===== src/rtl/inst_rom_arbiter.sv =====
`default_nettype none
// ============================================================================
// Module      : inst_rom_arbiter
// Description : Shares one combinational instruction ROM port between the CPU
//               fetch path (m0) and a debug/loader read path (m1). It accepts
//               one access per cycle and returns the word with a fixed
//               1-cycle latency. Misaligned or out-of-range addresses are
//               flagged as errors and the ROM is not enabled for them.
// Ports       : clk, rst_n           - clock, async active-low reset
//               m0_req/addr/flush    - fetch request, byte address, flush
//               m0_gnt/rvalid/rdata/err - fetch grant and response
//               m1_req/addr          - debug request, byte address
//               m1_gnt/rvalid/rdata/err - debug grant and response
//               rom_ce/addr/inst     - ROM port (combinational read)
// Revision    : 1.0 - initial release
// ============================================================================
module inst_rom_arbiter #(
    parameter int ADDR_W       = 32,
    parameter int DATA_W       = 32,
    parameter int DEPTH_LOG2   = 8,
    parameter int STARVE_LIMIT = 4
) (
    input  logic              clk,
    input  logic              rst_n,
    input  logic              m0_req,
    input  logic [ADDR_W-1:0] m0_addr,
    input  logic              m0_flush,
    output logic              m0_gnt,
    output logic              m0_rvalid,
    output logic [DATA_W-1:0] m0_rdata,
    output logic              m0_err,
    input  logic              m1_req,
    input  logic [ADDR_W-1:0] m1_addr,
    output logic              m1_gnt,
    output logic              m1_rvalid,
    output logic [DATA_W-1:0] m1_rdata,
    output logic              m1_err,
    output logic              rom_ce,
    output logic [ADDR_W-1:0] rom_addr,
    input  logic [DATA_W-1:0] rom_inst
);

    localparam int                 c_CNT_W      = $clog2(STARVE_LIMIT + 1);
    localparam logic [c_CNT_W-1:0] c_STARVE_MAX = c_CNT_W'(STARVE_LIMIT);

    // Owner of the response due in the current cycle.
    localparam logic [1:0] c_PEND_NONE = 2'd0;
    localparam logic [1:0] c_PEND_M0   = 2'd1;
    localparam logic [1:0] c_PEND_M1   = 2'd2;

    logic [1:0]         r_pend;
    logic [c_CNT_W-1:0] r_starve_cnt;
    logic [DATA_W-1:0]  r_m0_rdata;
    logic [DATA_W-1:0]  r_m1_rdata;
    logic               r_m0_err;
    logic               r_m1_err;

    logic               w_m1_win;
    logic               w_gnt0;
    logic               w_gnt1;
    logic [ADDR_W-1:0]  w_addr;
    logic               w_err;
    logic [DATA_W-1:0]  w_rdata;

    always_comb begin
        // m0 has priority unless m1 is alone or has waited long enough.
        // Grants are held off while reset is asserted.
        w_m1_win = rst_n && m1_req && (!m0_req || (r_starve_cnt == c_STARVE_MAX));
        w_gnt0   = rst_n && m0_req && !w_m1_win;
        w_gnt1   = w_m1_win;
        w_addr   = w_gnt1 ? m1_addr : m0_addr;
        w_err    = (w_addr[1:0] != 2'b00) ||
                   (w_addr[ADDR_W-1:DEPTH_LOG2+2] != '0);
        rom_ce   = (w_gnt0 || w_gnt1) && !w_err;
        rom_addr = rom_ce ? w_addr : '0;
        // Erroring accesses never see ROM data, so the response is zero.
        w_rdata  = w_err ? '0 : rom_inst;
    end

    always_ff @(posedge clk or negedge rst_n) begin
        if (!rst_n) begin
            r_pend       <= c_PEND_NONE;
            r_starve_cnt <= '0;
            r_m0_rdata   <= '0;
            r_m1_rdata   <= '0;
            r_m0_err     <= 1'b0;
            r_m1_err     <= 1'b0;
        end else begin
            if (w_gnt0) begin
                r_pend     <= c_PEND_M0;
                r_m0_rdata <= w_rdata;
                r_m0_err   <= w_err;
            end else if (w_gnt1) begin
                r_pend     <= c_PEND_M1;
                r_m1_rdata <= w_rdata;
                r_m1_err   <= w_err;
            end else begin
                r_pend     <= c_PEND_NONE;
            end

            if (m1_req && !w_gnt1) begin
                if (r_starve_cnt != c_STARVE_MAX) begin
                    r_starve_cnt <= r_starve_cnt + 1'b1;
                end
            end else begin
                r_starve_cnt <= '0;
            end
        end
    end

    assign m0_gnt    = w_gnt0;
    assign m1_gnt    = w_gnt1;
    // A branch redirect suppresses the fetch response landing this cycle.
    assign m0_rvalid = (r_pend == c_PEND_M0) && !m0_flush;
    assign m1_rvalid = (r_pend == c_PEND_M1);
    assign m0_rdata  = r_m0_rdata;
    assign m1_rdata  = r_m1_rdata;
    assign m0_err    = r_m0_err;
    assign m1_err    = r_m1_err;

endmodule
`default_nettype wire


===== config.mk =====
export PLATFORM = sky130hd
export DESIGN_NAME = inst_rom_arbiter
export DESIGN_NICKNAME = d
export VERILOG_FILES = /design/src/rtl/inst_rom_arbiter.sv
export SDC_FILE = /design/constraint.sdc
export NUM_CORES = 1
export LEC_CHECK = 0
export ABC_AREA = 0
export CORE_MARGIN = 1.5
export CORE_UTILIZATION = 35
export CTS_BUF_LIST = sky130_fd_sc_hd__clkbuf_4
export CTS_CLUSTER_DIAMETER = 120
export DETAILED_ROUTE_END_ITERATION = 10
export PLACE_DENSITY = 0.8
export SETUP_SLACK_MARGIN = 0.02
export SYNTH_ARGS = -nofsm -noshare
export SYNTH_HDL_FRONTEND = slang
export SYNTH_SLANG_ARGS = --single-unit

===== constraint.sdc =====
create_clock -name clk -period 3.2 [get_ports clk]
set_input_delay 0.64 -clock clk [delete_from_list [all_inputs] [get_ports clk]]
set_output_delay 0.64 -clock clk [all_outputs]
set_load 0.05 [all_outputs]

Yosys cells after proc, flatten, opt, wreduce, memory -nomap -nowiden
Cells that the tools add are included.

Register bits after elaboration: 71. Bits in latches: 0. Memory bits (writable): 0. Memory bits (read-only): 0. Memories kept: 0.

Add/subtract/negate cells: 1. Multipliers: 0. Divide/modulo/power cells: 0. Magnitude comparators: 0. Equal/unequal tests: 5. Shifts and indexed selects: 0. Multiplexer cells: 7. Bitwise operators: 1. Reductions and logical operators: 17.

Operators by type and width (count): 32-bit 2-to-1 mux (3); 22-bit nonzero test (1); 1-bit logical AND (7); 3-bit 2-to-1 mux (2); 1-bit logical NOT (4); 2-bit 2-to-1 mux (2); 3-bit by 1-bit adder with 3-bit output, second input constant (1); 3-bit == test, second input constant (1); 1-bit logical OR (3); 3-bit inequality test, second input constant (1); 2-bit by 1-bit == test with 1-bit output, second input constant (1); 2-bit == test, second input constant (1); 2-bit by 1-bit inequality test with 1-bit output, second input constant (1); 2-bit AND reduction (1); 2-bit nonzero test (1); 1-bit NOT (1).

Depth between registers and ports, before layout
Depth in word-level cells: 9. Mapped depth: 9. Depth with buffers taken out: 7.

Worst setup path before layout
OpenSTA, ideal clock, no wires.

Path type: in2out. From: input m1_addr[22]. To: output rom_addr[2]. Arrival: 2.252 ns. Path slack: 0.308 ns. Stages on the path: 4. Cell sequence: nor4_4 > a211oi_1 > a211oi_4 > a21boi_1.

Word-level cells in the longest chain between the ends: 6.

RTL lines: from (decl) (line 33) `input logic [ADDR_W-1:0] m1_addr,`; 32-bit 2-to-1 mux (line 71) `w_addr = w_gnt1 ? m1_addr : m0_addr;`; 22-bit nonzero test (line 73) `(w_addr[ADDR_W-1:DEPTH_LOG2+2] != '0);`; 1-bit logical OR (line 72) `w_err = (w_addr[1:0] != 2'b00) ||`; 1-bit logical NOT (line 74) `rom_ce = (w_gnt0 || w_gnt1) && !w_err;`; 1-bit logical AND (line 74); 32-bit 2-to-1 mux (line 75) `rom_addr = rom_ce ? w_addr : '0;`; to (decl) (line 39) `output logic [ADDR_W-1:0] rom_addr,`.

Every way passes these cells.

Final worst setup path
From: input m1_addr[22]. To: output rom_addr[3].

Same word-level chain as after synthesis.

==> run_results.csv <==
group,metric,value,unit
sta,period_share,95.18,%
yosys,syn_area_per_cell,9.334,sq um
cts,cts_tree,"yes",
sta,worst_slack,0.1542,ns
flow_run,maxCapViolations,0,
yosys,synth_top_family_by_area,"simple AND/OR/NAND/NOR gates",
sta,drv_slew,0,
sta,finalHoldViolations,0,
routing,final_antenna_net_count,0,
cts,clockBufferDepth,2,
sta,fin_worst_skew,0.01479,ns
die,die_h,104.3,microns
placement,io_buffers,179,
cts,clock-sinks,71,
global_route,antenna_found_initial,0,
routing,drtIter0Drc,120,
power,seq_power_share,53.1,%
routing,avgRoutedWirePerCell,15.45,microns
layout,design_area,0.005502,sq mm
die,initial_utilization,36.43,%
sta,fin_crit,3.046,ns
layout,diodes,0,
cts,ctsRootBufferMaster,"clkbuf_4",
yosys,synth-seq-cells,71,
routing,drc_errors,0,
global_route,gr-total-overflow,0,
cts,hold_buffers,0,
layout,stdcell_count,702,
routing,viasPerCell,4.769,
sta,fmaxAchievable,328.3,MHz
die,die_w,104.3,microns
cts,cts_max_level,3,
die,dieArea,0.01088,sq mm
yosys,synth_area,0.003593,sq mm
critical_path,worstSetupPathType,"in2out",
die,core,0.009864,sq mm
critical_path,r2r_cells,7,
placement,gp_congestion,0.7763,
yosys,yosysSeqAreaShare,49.44,%
critical_path,required,2.56,ns
power,ir_drop,0.1621,mV
power,p_leak,2.200,nW
power,power_switching,0.4829,mW
power,switching_share,28.31,%
critical_path,r2r-end,"m1_err$_DFFE_PN0P_",
layout,nFillCells,864,
placement,place_hpwl,8399,microns
sta,slew_headroom,54.19,%
yosys,netlist_instances,385,
layout,fin_nets,667,
global_route,grt_pass1_wl,17390,microns
critical_path,start_kind,"input port",
sta,rsz0062_at_grt,"no",
yosys,synthSimpleGateAreaFrac,23.02,%
global_route,grt_usage,20.28,%
routing,vias,3348,
critical_path,reg2reg_slack,1.04,ns
routing,wl,10850,microns
power,clockPowerShare,28.3,%
global_route,grt_pass1_vias,3528,
die,io_pins,204,
placement,place_area,0.005378,sq mm
layout,synthToLayoutAreaGrowth,53.10,%
outcome,run_status,"finished clean",
critical_path,cp_data_arrival_time,2.41,ns
power,combPwrFrac,18.7,%
yosys,synth_xor_area_share,0.2437,%
yosys,synth_mux_area_share,0.6267,%
critical_path,rr_startpoint,"r_starve_cnt[0]$_DFFE_PN0P_",
routing,firstDrtPassIters,4,
die,row_count,36,
sta,setup_viol,0,
hold_path,min_path_type,"in2async",
cts,clock_latency,0.40,ns
critical_path,endpoint_kind,"output pin",
sta,tns,0,ns
placement,pre_cts_slack,-0.008012,ns
yosys,synthDistinctLibCells,34,
yosys,synth_compound_area_share,16.05,%
yosys,synthAdderAreaFrac,0.6964,%
layout,drive_above_1_share,15.99,%
global_route,grt_max_degree,55,
cts,cts_made_buffers,9,
yosys,yosys_warnings,0,
sta,worstMarginPinSlew,0.6871,ns
critical_path,cp_max_fo,9,
layout,fin_util,55.77,%
placement,placed_cells,685,
cts,clk_pin_slew_worst_paths,0.11,ns
power,p_per_area,310.1,mW/mm^2
power,p_int,1.223,mW
==> stage by stage <==
stage | hold WS (ns) | total power [mW]
final | 0.2445 | 1.706
after global routing | 0.2259 | 1.782
after floorplan | 0.3444 | 1.080
after global placement | 0.4623 | 1.237
after detailed placement | 0.4672 | 1.242
after CTS | 0.2194 | 1.731
==> synthesized netlist by cell type <==
cell type	n	share of area, %
nor3_1	1	0.14
or2_1	1	0.17
o21ai_1	36	5.0
a21oi_1	1	0.14
clkbuf_1	9	0.94
buf_6	7	2.2
inv_2	1	0.10
nor2b_1	1	0.17
inv_1	3	0.31
o21ai_2	28	6.8
nor4_4	4	2.4
a21boi_2	7	2.2
buf_2	5	0.70
clkinv_2	1	0.14
nand2_1	136	14
nor3b_1	1	0.21
and2_1	1	0.17
o21ai_0	1	0.14
dfrtp_1	71	49
nor2_1	3	0.31
conb_1	1	0.10
a211oi_1	1	0.21
nand3_1	16	2.2
nand3_4	2	0.97
nand2_2	1	0.17
buf_4	26	5.4
ha_1	2	0.70
a211oi_4	1	0.56
a21boi_1	3	0.63
o211ai_2	1	0.35
mux2_2	2	0.63
nor4_1	8	1.4
xnor2_1	1	0.24
and4_1	2	0.49
==> placed cells by master, fill, tap and decap left out, types with 2 or more instances in the layout <==
| cell | instances |
|---|---|
| a21boi_2 | 7 |
| nor4_4 | 4 |
| dfrtp_1 | 71 |
| nand3_4 | 2 |
| o21ai_1 | 36 |
| nor4_1 | 8 |
| o21ai_2 | 28 |
| nand2_1 | 136 |
| clkdlybuf4s50_1 | 167 |
| clkbuf_4 | 12 |
| mux2_2 | 2 |
| conb_1 | 24 |
| buf_4 | 24 |
| clkinv_2 | 4 |
| nand3_1 | 16 |
| inv_1 | 3 |
| ha_1 | 2 |
| a21boi_1 | 3 |
| nor2_1 | 3 |
==> routing by layer <==
layer | up-vias | part of all wire [%] | global-route usage, %
met1 | 1576 | 38 | 22.24
met2 | 160 | 53 | 37.55
met4 | 0 | 2.4 | 7.440
li1 | 1592 | - | -
met5 | - | 0 | 0
met3 | 20 | 6.8 | 4.950
==> cell families (layout without fill, tap and decap cells) <==
family | after synthesis | in the layout
DFF | 71 | 71
and+or+nand+nor | 177 | 177
adders and majority gates | 2 | 2
AOI/OAI and AO/OA | 79 | 79
buffers and inverters | 52 | 213
xor gates and xnor gates | 1 | 1
other | 1 | 24
muxes | 2 | 2
==> power by group through the flow <==
| stage | Combinational, mW | Clock, mW | Sequential, mW |
|---|---|---|---|
| finish | 0.318 | 0.482 | 0.905 |
| global route | 0.341 | 0.535 | 0.906 |
| CTS | 0.320 | 0.505 | 0.906 |
| detailed placement | 0.319 | 0 | 0.923 |
| global placement | 0.315 | 0 | 0.922 |
| floorplan | 0.158 | 0 | 0.922 |
==> worst max-delay path: stages <==
cell,delay (ns)
clkdlybuf4s50_1,0.47
nor4_4,0.39
a211oi_1,0.17
a211oi_4,0.17
buf_4,0.19
a21boi_1,0.16
buf_4,0.21
==> layout make-up <==
type	count	area [sq um]	area share, %
multi-input cells	285	1554	28.25
repair buffers	192	1872	34.02
clock buffers	12	90.09	1.637
inverters	5	20.02	0.3639
flip-flops and latches	71	1777	32.29
well taps	133	166.4	3.025
clock inverters	4	22.52	0.4094
==> flip-flops by register name, indices dropped and copies added, names as in the netlist <==
| name | cells |
|---|---|
| m1_err | 1 |
| r_pend | 2 |
| r_starve_cnt | 3 |
| m0_rdata | 32 |
| m1_rdata | 32 |
| m0_err | 1 |
==> worst max-delay path by stage <==
stage / depth (start not counted) / endpoint / slack (ns) / start
floorplan: 4 / rom_addr[2] / 0.31 / m1_addr[22]
global placement: 6 / rom_addr[3] / 0.06 / m1_addr[22]
detailed placement: 6 / rom_ce / -0.008 / m1_addr[22]
CTS: 6 / rom_ce / 0.05 / m1_req
global route: 7 / rom_addr[3] / 0.02 / m1_addr[22]
finish: 7 / rom_addr[3] / 0.15 / m1_addr[22]
==> repair_timing <==
item                                    in CTS  in global routing
cloned                                       0                  0
resized for setup                            0                  2
endpoints found under the setup margin       9                  9
setup buffers                                0                  1
pin swaps                                    1                  1
Note: power is estimated with default switching activity, not from simulation.
